`config.mk`:
```
export PLATFORM = sky130hd
export DESIGN_NAME = req_latch8
export DESIGN_NICKNAME = d
export VERILOG_FILES = /design/src/rtl/req_latch8.sv
export SDC_FILE = /design/constraint.sdc
export NUM_CORES = 1
export LEC_CHECK = 0
export CELL_PAD_IN_SITES_DETAIL_PLACEMENT = 1
export CELL_PAD_IN_SITES_GLOBAL_PLACEMENT = 1
export CORE_AREA = 2 2 87 55
export DETAILED_ROUTE_END_ITERATION = 10
export DIE_AREA = 0 0 89 57
export PLACE_DENSITY_LB_ADDON = 0.1
export SYNTH_ARGS = -nofsm -noshare
export SYNTH_HDL_FRONTEND = slang
export SYNTH_SLANG_ARGS = --single-unit
```
`constraint.sdc`:
```
create_clock -name clk -period 1.8 [get_ports clk]
set_input_delay 0.27 -clock clk [delete_from_list [all_inputs] [get_ports clk]]
set_output_delay 0.27 -clock clk [all_outputs]
set_load 0.02 [all_outputs]
```
`src/rtl/req_latch8.sv`:
```
// Request front end for the 8-bit priority encoder: synchronises async request lines,
// captures them into a pending register and hands out a frozen, masked snapshot per round.
module req_latch8 #(
  parameter int SYNC_STAGES = 2,
  parameter bit LEVEL_MODE  = 1'b0
) (
  input  logic       clk,
  input  logic       rst_n,
  input  logic [7:0] req_i,
  input  logic [7:0] mask_i,
  input  logic       en_i,
  input  logic       clr_all_i,
  input  logic       ack_i,
  input  logic [2:0] ack_code_i,
  input  logic       ovf_clr_i,
  output logic [7:0] pend_o,
  output logic       pend_en_o,
  output logic [7:0] overflow_o,
  output logic       busy_o
);

  localparam logic [0:0] IDLE = 1'b0;
  localparam logic [0:0] BUSY = 1'b1;

  logic [SYNC_STAGES-1:0][7:0] sync_q;
  logic [7:0] prev_q;
  logic [7:0] pend_raw_q, pend_raw_d;
  logic [7:0] ovf_q, ovf_d;
  logic [7:0] pend_q, pend_d;
  logic       pend_en_q, pend_en_d;
  logic [0:0] state_q, state_d;

  logic [7:0] s;
  logic [7:0] rise;
  logic [7:0] set_vec;
  logic [7:0] ack_clr;
  logic [7:0] ovf_set;
  logic [7:0] snap;

  // Synchroniser chain plus one-cycle history for edge detection.
  // NOTE: sequential state uses non-blocking assignments so every flop samples pre-edge values.
  // NOTE: the sync chain is reset too, so no stale metastable-era value can fake an edge after reset.
  always_ff @(posedge clk or negedge rst_n) begin
    if (!rst_n) begin
      sync_q <= '0;
      prev_q <= '0;
    end else begin
      sync_q[0] <= req_i;
      for (int k = 1; k < SYNC_STAGES; k++) begin
        sync_q[k] <= sync_q[k-1];
      end
      prev_q <= s;
    end
  end

  assign s       = sync_q[SYNC_STAGES-1];
  assign rise    = s & ~prev_q;
  assign set_vec = LEVEL_MODE ? s : rise;

  // Ack only clears pending state while a snapshot is outstanding.
  assign ack_clr = (ack_i && (state_q == BUSY)) ? (8'd1 << ack_code_i) : 8'd0;

  // A new event on a bit that is still pending (and not being retired) is an overrun.
  assign ovf_set = LEVEL_MODE ? 8'd0 : (set_vec & pend_raw_q & ~ack_clr);

  always_comb begin
    pend_raw_d = pend_raw_q;
    if (clr_all_i) begin
      pend_raw_d = '0;
    end else begin
      pend_raw_d = set_vec | (pend_raw_q & ~ack_clr);
    end
  end

  // Sticky overflow: clear request loses to a simultaneous new overrun.
  always_comb begin
    ovf_d = ovf_q;
    if (ovf_clr_i) begin
      ovf_d = '0;
    end
    ovf_d = ovf_d | ovf_set;
  end

  assign snap = pend_raw_q & mask_i;

  // Snapshot FSM: IDLE loads a masked copy, BUSY holds it until ack, disable or clear-all.
  // NOTE: every always_comb output gets a default first so no path can infer a latch.
  always_comb begin
    state_d   = state_q;
    pend_d    = pend_q;
    pend_en_d = pend_en_q;
    case (state_q)
      IDLE: begin
        pend_d    = '0;
        pend_en_d = 1'b0;
        if (en_i && !clr_all_i && (snap != 8'd0)) begin
          pend_d    = snap;
          pend_en_d = 1'b1;
          state_d   = BUSY;
        end
      end
      BUSY: begin
        if (ack_i || !en_i || clr_all_i) begin
          pend_d    = '0;
          pend_en_d = 1'b0;
          state_d   = IDLE;
        end
      end
      default: begin
        pend_d    = '0;
        pend_en_d = 1'b0;
        state_d   = IDLE;
      end
    endcase
  end

  always_ff @(posedge clk or negedge rst_n) begin
    if (!rst_n) begin
      pend_raw_q <= '0;
      ovf_q      <= '0;
      pend_q     <= '0;
      pend_en_q  <= 1'b0;
      state_q    <= IDLE;
    end else begin
      pend_raw_q <= pend_raw_d;
      ovf_q      <= ovf_d;
      pend_q     <= pend_d;
      pend_en_q  <= pend_en_d;
      state_q    <= state_d;
    end
  end

  assign pend_o     = pend_q;
  assign pend_en_o  = pend_en_q;
  assign overflow_o = ovf_q;
  assign busy_o     = (state_q == BUSY);

endmodule

```
==> results.yml <==
outcome:
  status: "completed"
sta:
  fin_crit_sh: 0.9355
  tightest_slew_ns: 0.6050
  maxSlewHeadroom: 0.5967
  grt_setup_unrepaired: "no"
  fmax_mhz: 593.9
  post-route-worst-setup-slack_ns: 0.1161
  finalCriticalPeriod_ns: 1.684
  skew_ns: 0.008229
  setup_tns_ns: 0
  finalSetupViolCount: 0
  drv_slew: 0
  hold_violations: 0
power:
  finalPower_mw: 2.197
  power.density_nw_per_um2: 957.3
  leakage_nw: 0.9678
  ir_drop_mv: 0.4892
floorplanning:
  die_w_um: 89
  row_count: 19
  core-area_um2: 4374
  die_h_um: 57
  die-area_um2: 5073
  initial_core_util: 0.3876
  io_pins: 43
clock_tree:
  insertion_delay_ns: 0.30
  cts_buffers: 5
  cts.sinks: 50
  hold_buffers: 0
  path_clk_slew_ns: 0.09
  cts_root_buf: "clkbuf_8"
  cts_tree: "yes"
  clock_tree.buffer_depth: 2
  post_cts_buffers: 0
  cts_resized: 0
  h-tree-depth: 2
critical_path:
  crit_type: "reg2out"
  r2r-end: "pend_en_o"
  crit_path_top_delay_cell: "clkdlybuf4s50_1"
  crit_buf_inv: 1
  required_ns: 1.53
  critPathTopFamily: "buffers and inverters"
  cp_max_fo: 5
  critical_path_arrival_ns: 1.41
  max_stage_delay_ns: 0.65
  reg2reg_depth: 3
  rrSetupSlack_ns: 0.61
  end_kind: "output pin"
  start_kind: "flop"
  cp_cell_sequence: "clkdlybuf4s50_1"
  r2r_start: "busy_o"
synthesis:
  async_flop_share: 1.000
  ys.flop_type: "dfrtp_1"
  yosysTopAreaCell: "dfrtp_1"
  synthDistinctLibCells: 18
  syn-cell-area_um2: 1695
  syn_nets: 144
  ys_warn_count: 0
  ys_ff_latch: 50
  synth_edf_count: 0
  avgSynthCellArea_um2: 14.25
  synth_area_leaders: "dfrtp_1 74%, a32o_1 4.7%, nand2b_1 3.7%, o22ai_1 3.0%, a21oi_1 2.4%"
  ys_seq_area_frac: 0.7380
  syn_inst: 119
  synth_top_area_share: 0.7380
global_routing:
  grt_pass1_vias: 1161
  met1_usage: 0.2251
  met3_usage: 0.04631
  grt_overflow: 0
  antenna_found_initial: 0
  grt_usage: 0.1575
  grt_pass1_wl_mm: 5.830
  grt-busiest-layer: "met1"
  met2_usage: 0.2249
  grt_start_max_net_pins: 51
routing:
  drc: 0
  drtPass1Iterations: 4
  via_count: 1099
  drtIter0Drc: 24
  ant_nets: 0
  wl_mm: 3.486
  viasPerCell: 4.758
  routedWlPerCell_um: 15.09
finish:
  layout_commonest_cell: "dfrtp_1"
  n_antenna_cell: 0
  area_growth_pct: 35.35
  nets: 192
  n_fill_cell: 470
  drive_above_1_share: 0.07738
  layout_common_cells: "50 x dfrtp_1, 41 x clkdlybuf4s50_1, 10 x nand2b_1"
placed_design:
  place_ws_ns: 0.2052
  dpl.hpwl_mm: 2.567
  routabilityCongestion: 0.7870
  io_buffers: 42
job:
  maxCapViolCount: 0
min_path:
  hp-class: "in2async"
-- layer usage --
layer	vias up	part of all wire
met5	-	0
met4	0	0.015
met3	5	0.056
met2	28	0.43
met1	545	0.49
li1	521	-
-- flip-flops by register name, indices dropped and copies added, names as in the netlist --
register    count
overflow_o      8
pend_o          8
pend_raw_q      8
prev_q          8
s               8
sync_q          8
busy_o          1
pend_en_o       1
-- cell usage after synthesis (2+ instances only) --
cell type / number
o21ai_2: 2
a21oi_1: 8
o21ai_1: 7
a22oi_1: 4
nand2b_1: 10
nand2_1: 5
inv_1: 8
o22ai_1: 8
a32o_1: 8
nand3b_1: 2
dfrtp_1: 50
-- layout make-up --
class | instances | area (µm²) | area share
clock buffers | 6 | 72.57 | 0.03162
inverters | 8 | 30.03 | 0.01309
clock inverters | 2 | 37.54 | 0.01636
flip-flops and latches | 50 | 1251 | 0.5453
repair buffers | 44 | 430.4 | 0.1876
multi-input cells | 58 | 394.1 | 0.1718
well taps | 63 | 78.83 | 0.03435
-- logic make-up (layout without fill, tap and decap cells) --
| family | count (synthesis) | after routing | synth area share |
|---|---|---|---|
| AO/OA/AOI/OAI | 37 | 37 | 0.1491 |
| buffers and inverters | 11 | 60 | 0.02952 |
| flip-flops | 50 | 50 | 0.7380 |
| AND/OR/NAND/NOR | 21 | 21 | 0.08339 |
-- worst max path at each step --
stage	end	cells past startpoint	startpoint	slack [ns]
after floorplan	pend_o[0]	3	busy_o	0.63
after global placement	overflow_o[0]	4	ack_i	0.23
after detailed placement	overflow_o[1]	4	ack_i	0.21
after CTS	busy_o	1	busy_o	0.11
after global routing	busy_o	1	busy_o	0.06
final	busy_o	1	busy_o	0.12
-- power by group --
part / switching, mW / internal, mW
clock network: 0.355 / 0.415
logic: 0.106 / 0.109
registers: 0.0339 / 1.18
total: 0.495 / 1.70
-- worst reg2reg max path, cell delays in order, from the launching register on --
cell	delay, ns
dfrtp_1	0.47
and4bb_1	0.46
nand2_1	0.12
nand2_1	0.08
-- per-stage QoR --
stage                 util  hold WS [ns]  cells  area (µm²)
floorplan                -      -0.02559    119        1695
global placement    0.4994        0.3315    223        2185
detailed placement  0.4994        0.3372    223        2185
CTS                 0.5246       0.08066    231        2295
global route        0.5246        0.1090    231        2295
finish              0.5246       0.05985    231        2295
Note: power is estimated with default switching activity, not from simulation.
